`src/rtl/clk_gen_multi.sv`:
```
// Multi-channel gated clock-enable generator: each channel emits a 50%-duty divided
// waveform with registered rise/fall strobes, whole-phase stop and shared phase-aligned restart.
module clk_gen_multi #(
    parameter int unsigned CHANNELS = 4,
    parameter int unsigned DIV_W    = 8
) (
    input  logic                      clk,
    input  logic                      rst_n,
    input  logic [CHANNELS-1:0]       valid,
    input  logic [CHANNELS*DIV_W-1:0] half_period,
    input  logic                      sync_start,
    output logic [CHANNELS-1:0]       c,
    output logic [CHANNELS-1:0]       rise,
    output logic [CHANNELS-1:0]       fall,
    output logic [CHANNELS-1:0]       running
);

    typedef enum logic [1:0] {
        StIdle = 2'd0,
        StHigh = 2'd1,
        StLow  = 2'd2
    } state_e;

    state_e              r_state   [CHANNELS];
    state_e              w_state_d [CHANNELS];
    logic [DIV_W-1:0]    r_cnt     [CHANNELS];
    logic [DIV_W-1:0]    w_cnt_d   [CHANNELS];
    logic [DIV_W-1:0]    r_hp      [CHANNELS];
    logic [DIV_W-1:0]    w_hp_d    [CHANNELS];
    logic [DIV_W-1:0]    w_hp_in   [CHANNELS];
    logic [CHANNELS-1:0] r_rise;
    logic [CHANNELS-1:0] r_fall;
    logic [CHANNELS-1:0] w_rise_d;
    logic [CHANNELS-1:0] w_fall_d;
    logic [CHANNELS-1:0] w_last;

    // A programmed half-period of zero behaves as one.
    always_comb begin
        for (int i = 0; i < CHANNELS; i++) begin
            w_hp_in[i] = half_period[i*DIV_W +: DIV_W];
            if (w_hp_in[i] == '0) begin
                w_hp_in[i] = DIV_W'(1);
            end
        end
    end

    always_comb begin
        w_rise_d = '0;
        w_fall_d = '0;
        w_last   = '0;
        for (int i = 0; i < CHANNELS; i++) begin
            w_state_d[i] = r_state[i];
            w_cnt_d[i]   = r_cnt[i];
            w_hp_d[i]    = r_hp[i];
            w_last[i]    = (r_cnt[i] == r_hp[i] - DIV_W'(1));

            if (sync_start && valid[i]) begin
                // Forced restart may cut the current phase; no rise if already high.
                w_state_d[i] = StHigh;
                w_cnt_d[i]   = '0;
                w_hp_d[i]    = w_hp_in[i];
                w_rise_d[i]  = (r_state[i] != StHigh);
            end else begin
                unique case (r_state[i])
                    StIdle: begin
                        if (valid[i]) begin
                            w_state_d[i] = StHigh;
                            w_cnt_d[i]   = '0;
                            w_hp_d[i]    = w_hp_in[i];
                            w_rise_d[i]  = 1'b1;
                        end
                    end
                    StHigh: begin
                        if (w_last[i]) begin
                            w_state_d[i] = StLow;
                            w_cnt_d[i]   = '0;
                            w_fall_d[i]  = 1'b1;
                        end else begin
                            w_cnt_d[i] = r_cnt[i] + DIV_W'(1);
                        end
                    end
                    StLow: begin
                        if (w_last[i]) begin
                            w_cnt_d[i] = '0;
                            if (valid[i]) begin
                                w_state_d[i] = StHigh;
                                w_hp_d[i]    = w_hp_in[i];
                                w_rise_d[i]  = 1'b1;
                            end else begin
                                w_state_d[i] = StIdle;
                            end
                        end else begin
                            w_cnt_d[i] = r_cnt[i] + DIV_W'(1);
                        end
                    end
                    default: begin
                        w_state_d[i] = StIdle;
                        w_cnt_d[i]   = '0;
                    end
                endcase
            end
        end
    end

    always_ff @(posedge clk) begin
        if (!rst_n) begin
            for (int i = 0; i < CHANNELS; i++) begin
                r_state[i] <= StIdle;
                r_cnt[i]   <= '0;
                r_hp[i]    <= '0;
            end
            r_rise <= '0;
            r_fall <= '0;
        end else begin
            for (int i = 0; i < CHANNELS; i++) begin
                r_state[i] <= w_state_d[i];
                r_cnt[i]   <= w_cnt_d[i];
                r_hp[i]    <= w_hp_d[i];
            end
            r_rise <= w_rise_d;
            r_fall <= w_fall_d;
        end
    end

    always_comb begin
        c       = '0;
        running = '0;
        for (int i = 0; i < CHANNELS; i++) begin
            c[i]       = (r_state[i] == StHigh);
            running[i] = (r_state[i] != StIdle);
        end
    end

    assign rise = r_rise;
    assign fall = r_fall;

endmodule

```
`config.mk`:
```
export PLATFORM = sky130hd
export DESIGN_NAME = clk_gen_multi
export DESIGN_NICKNAME = d
export VERILOG_FILES = /design/src/rtl/clk_gen_multi.sv
export SDC_FILE = /design/constraint.sdc
export NUM_CORES = 1
export LEC_CHECK = 0
export CORE_AREA = 2 2 75 149
export DETAILED_ROUTE_END_ITERATION = 16
export DIE_AREA = 0 0 77 151
export HOLD_SLACK_MARGIN = 0.08
export PLACE_DENSITY = 0.73
export SLEW_MARGIN = 10
export SYNTH_ARGS = -nofsm -noshare
export SYNTH_HDL_FRONTEND = slang
export SYNTH_SLANG_ARGS = --single-unit
```
`constraint.sdc`:
```
create_clock -name clk -period 4 [get_ports clk]
set_clock_uncertainty 0.1 [all_clocks]
set_input_delay 0.8 -clock clk [delete_from_list [all_inputs] [get_ports clk]]
set_output_delay 0.8 -clock clk [all_outputs]
set_load 0.005 [all_outputs]
```
# [After elaboration in Yosys (flattened, before gate mapping)]
# Memories as Yosys holds them, arrays and structs flattened.
# Cells that the tools add are included.
# Widths: inputs -> output; s select.
[classes] n_addsub=8 eq_ne=16 n_mux=94 n_bitwise=17 reduce_logical=24
[op_table] cell="$mux 8" count=36
[op_table] cell="$pmux 8 s2" count=8
[op_table] cell="$mux 2" count=20
[op_table] cell="$add 8x1->8 const B" count=4
[op_table] cell="$eq 8x8->1" count=4
[op_table] cell="$logic_not 8->1" count=4
[op_table] cell="$sub 8x1->8 const B" count=4
[op_table] cell="$pmux 2 s3" count=4
[op_table] cell="$mux 1" count=22
[op_table] cell="$or 1x1->1" count=12
[op_table] cell="$reduce_or 3->1" count=4
[op_table] cell="$eq 2x1->1 const B" count=4
[op_table] cell="$eq 2x2->1 const B" count=4
[op_table] cell="$logic_not 2->1" count=4
[op_table] cell="$ne 2x1->1 const B" count=4
[op_table] cell="$pmux 1 s2" count=4
[op_table] cell="$reduce_bool 2->1" count=4
[op_table] cell="$reduce_or 2->1" count=4
[op_table] cell="$not 1->1" count=5
[op_table] cell="$logic_and 1x1->1" count=4
[totals] regBits=8 ram_bits=72 in_bits=39 out_inout_bits=16 elab_cells=167 memories=3
[mem_list] name="r_cnt" depth=4 word_bits=8 read_ports=4 rd_clocked_by_memory_dff=0 wr=4 line_no="26" text="logic [DIV_W-1:0] r_cnt [CHANNELS];"
[mem_list] name="r_hp" depth=4 word_bits=8 read_ports=4 rd_clocked_by_memory_dff=0 wr=4 line_no="28" text="logic [DIV_W-1:0] r_hp [CHANNELS];"
[mem_list] name="r_state" depth=4 word_bits=2 read_ports=4 rd_clocked_by_memory_dff=0 wr=4 line_no="24" text="state_e r_state [CHANNELS];"

# [Logic depth before layout (Yosys ltp)]
[depth] word_depth=7 depth_mapped=10 mapped_depth_nobuf=8

# [Least setup slack after synthesis]
# OpenSTA, ideal clock, no wires.
[synth_path] kind="register -> register" startpoint="memory r_hp[0][0]" endpoint="memory r_hp[0][1]" setup_time_ps=79 arrival_time_ps=2503 slack_ps=1318 path_stages_with_launch=9 period_less_slack_ps=2682 path_cell_list="dfxtp_1 -> inv_1 -> ha_1 -> or3b_2 -> nor4_1 -> o2111ai_1 -> a2111oi_4 -> mux2_2 -> o211ai_1"
[synth_lines] item="from (decl)" line_no="28"

==> results_dict.tcl <==
set metrics [dict create \
    status "completed" \
    power_frac_seq_pct 39.1 \
    vias 5699 \
    worst_path_largest_cell_delay_ns 0.83 \
    antenna_cells 0 \
    drive_gt1_share_pct 6.18 \
    finalCritPeriodShare_pct 78.1 \
    fmax_mhz 320 \
    finalWorstSetupSlack_ns 0.877 \
    synthFlopType "dfxtp_1" \
    cp_top_family "compound AO/OA/AOI/OAI gates" \
    hold_viol_final 0 \
    syn_inst 714 \
    clkPwrFrac_pct 40.7 \
    grt_pass1_wl_mm 25.5 \
    viasPerCell 6.47 \
    drc 0 \
    nNetsFinal 802 \
    n_fill_cell 975 \
    cts_resized 0 \
    final_common_cell "dfxtp_1" \
    clk_latency_ns 0.35 \
    pre_cts_ws_ns 0.900 \
    grt_usage_pct 26.5 \
    cts_root_buf "clkbuf_16" \
    whs_path_depth 2 \
    cts-htree-levels 3 \
    drt_iter0_markers 382 \
    postCtsSetupBuffers 0 \
    async_flop_share_pct 0 \
    synth_edf_count 0 \
    antenna_left 0 \
    path_cells "inv_1 -> ha_1 -> or3b_2 -> nor4_1 -> o2111ai_1 -> a211oi_2 -> o21ai_0 -> a211oi_1" \
    p_per_area_nw_per_um2 348 \
    place_hpwl_mm 11.1 \
    setup_tns_ns 0 \
    rows 53 \
    synthTopCellsByArea "dfxtp_1 (28%), nand3_1 (6.6%), ha_1 (5.3%)" \
    grt_pass1_vias 5637 \
    start_util_pct 53.8 \
    path_clk_slew_ns 0.06 \
    rsz0062_at_grt "false" \
    area_growth_pct 15.7 \
    gp_congestion 0.854 \
    final_cell_mix "dfxtp_1 (80), nand3_1 (74), nand2_1 (59)" \
    r2r_cells 8 \
    worstMarginPinSlew_ns 0.914 \
    cp.required_ns 4.15 \
    whs_ns 0.377 \
    cp.arrival_ns 3.27 \
    p_int_mw 1.60 \
    synth.distinct_cells 67 \
    numCtsBuffers 9 \
    timing.rr.end "r_state[0][0]" \
    synth_area_um2 5640 \
    final_util_pct 62.3 \
    rr_startpoint "r_hp[0][0]" \
    power.share.switching_pct 29.3 \
    antenna_found_initial 0 \
    endpoint_kind "flip-flop" \
    rrSetupSlack_ns 0.88 \
    yosys_warnings 0 \
    synth_largest_area_cell "dfxtp_1" \
    cts.hold.buffers_added 0 \
    coreArea_um2 10500 \
    crit_path_top_delay_cell "a211oi_2" \
    die_w_um 77 \
    cts_buffer_depth 2 \
    comb_power_share_pct 20.2 \
    path_buf_inv 1 \
    drv_cap 0 \
    die_y_um 151 \
    synth_fp_nets 777 \
    p_leak_nw 2.45 \
    cp-startpoint "r_hp[0][0]" \
    ys_seq_area_share_pct 28.4 \
    endpoint "r_state[0][0]" \
    slew_headroom_pct 38.9 \
    clock_sinks 80 \
    grt_max_degree 89 \
    pin_count 55 \
    p_sw_uw 664 \
    cp_max_fo 15 \
    routedWlPerCell_um 17.3 \
    crit_type "reg2reg" \
    dieArea_um2 11600 \
    setup_viol 0 \
    layout_min_cycle_time_ns 3.12 \
    ys_seq_elements 80 \
    crit_cells 8 \
    min_path_type "reg2reg" \
    synth_top_area_share_pct 28.4 \
    cp-start-kind "flip-flop" \
    finalWirelength_mm 15.2 \
    drtPass1Iterations 6 \
    io_buffers 54 \
    vdd_drop_max_uv 260 \
    drv_slew 0 \
    syn_area_per_cell_um2 7.90 \
    cts_tree "done" \
    overflow 0 \
]
metrics by stage:
step / total power, mW / cells / area (µm²)
after floorplan: 1.20 / 714 / 5640
after global placement: 1.33 / 865 / 6190
after detailed placement: 1.35 / 865 / 6190
final: 2.27 / 881 / 6530
after CTS: 2.27 / 881 / 6530
after global routing: 2.36 / 881 / 6530
registers in the layout, indices dropped and copies added, names as in the netlist:
name     count
r_hp        32
r_state      8
rise         4
fall         4
r_cnt       32
cell usage after synthesis (6+ instances only):
cell       instances
clkbuf_1          38
nand2_1           59
o211ai_1          22
a211oi_1          12
dfxtp_1           80
nand3_1           74
o21ai_0           16
mux2_2             7
and3_1            29
nor3_1            16
nor4_1            12
a21o_1             9
o31ai_1            6
o2111ai_1          9
a22o_1             9
mux2i_1            8
inv_1             33
nor4b_1            6
nand4_1           12
xnor2_1           20
xor2_1            17
a22oi_1            8
a21oi_1           27
ha_1              24
nor2_1            49
a32oi_1           14
logic make-up after synthesis:
kind of cell | count (synthesis) | synth area share [%]
and+or+nand+nor | 293 | 26.7
DFF | 80 | 28.4
adders and majority gates | 24 | 5.33
xor gates and xnor gates | 37 | 5.75
buffers and inverters | 80 | 5.68
AOI/OAI and AO/OA | 185 | 25.3
muxes | 15 | 2.82
tightest hold or removal path, stage by stage (launching register included):
cell and delay [ns]:
dfxtp_1 0.32, nand2_1 0.06, mux2i_1 0.05
area by class of cell:
| type | count | area (µm²) | area share (%) |
|---|---|---|---|
| Multi-Input combinational cell | 554 | 3720 | 57.0 |
| Sequential cell | 80 | 1600 | 24.5 |
| Timing Repair Buffer | 59 | 573 | 8.78 |
| Clock buffer | 10 | 239 | 3.66 |
| Tap cell | 137 | 171 | 2.63 |
| Inverter | 35 | 131 | 2.01 |
| Clock inverter | 6 | 92.6 | 1.42 |
power by group through the flow:
stage	Sequential [mW]	Clock, mW	Combinational (mW)
after global routing	0.891	0.966	0.504
final	0.886	0.922	0.459
after CTS	0.884	0.933	0.454
after global placement	0.898	0	0.433
after floorplan	0.882	0	0.319
after detailed placement	0.902	0	0.450
layer usage:
layer  part of all wire, %  wire (µm)  track usage [%]  up-vias
met5                     0          0                0        -
met2                    54       8180             49.2      206
met3                   4.3        658             4.17       47
li1                      -          -                -     2750
met4                   3.0        450             13.8        0
met1                    39       5930             28.7     2696
worst min-delay path by stage:
stage | from | endpoint
2_1_floorplan | r_hp[2][7] | r_hp[2][7]
4_1_cts | r_hp[2][7] | r_hp[2][7]
6_report | r_hp[2][7] | r_hp[2][7]
3_5_place_dp | r_hp[2][7] | r_hp[2][7]
3_3_place_gp | r_hp[2][6] | r_hp[2][6]
5_1_grt | r_hp[2][5] | r_hp[2][5]
No activity file was read; power rests on OpenSTA's default activity.
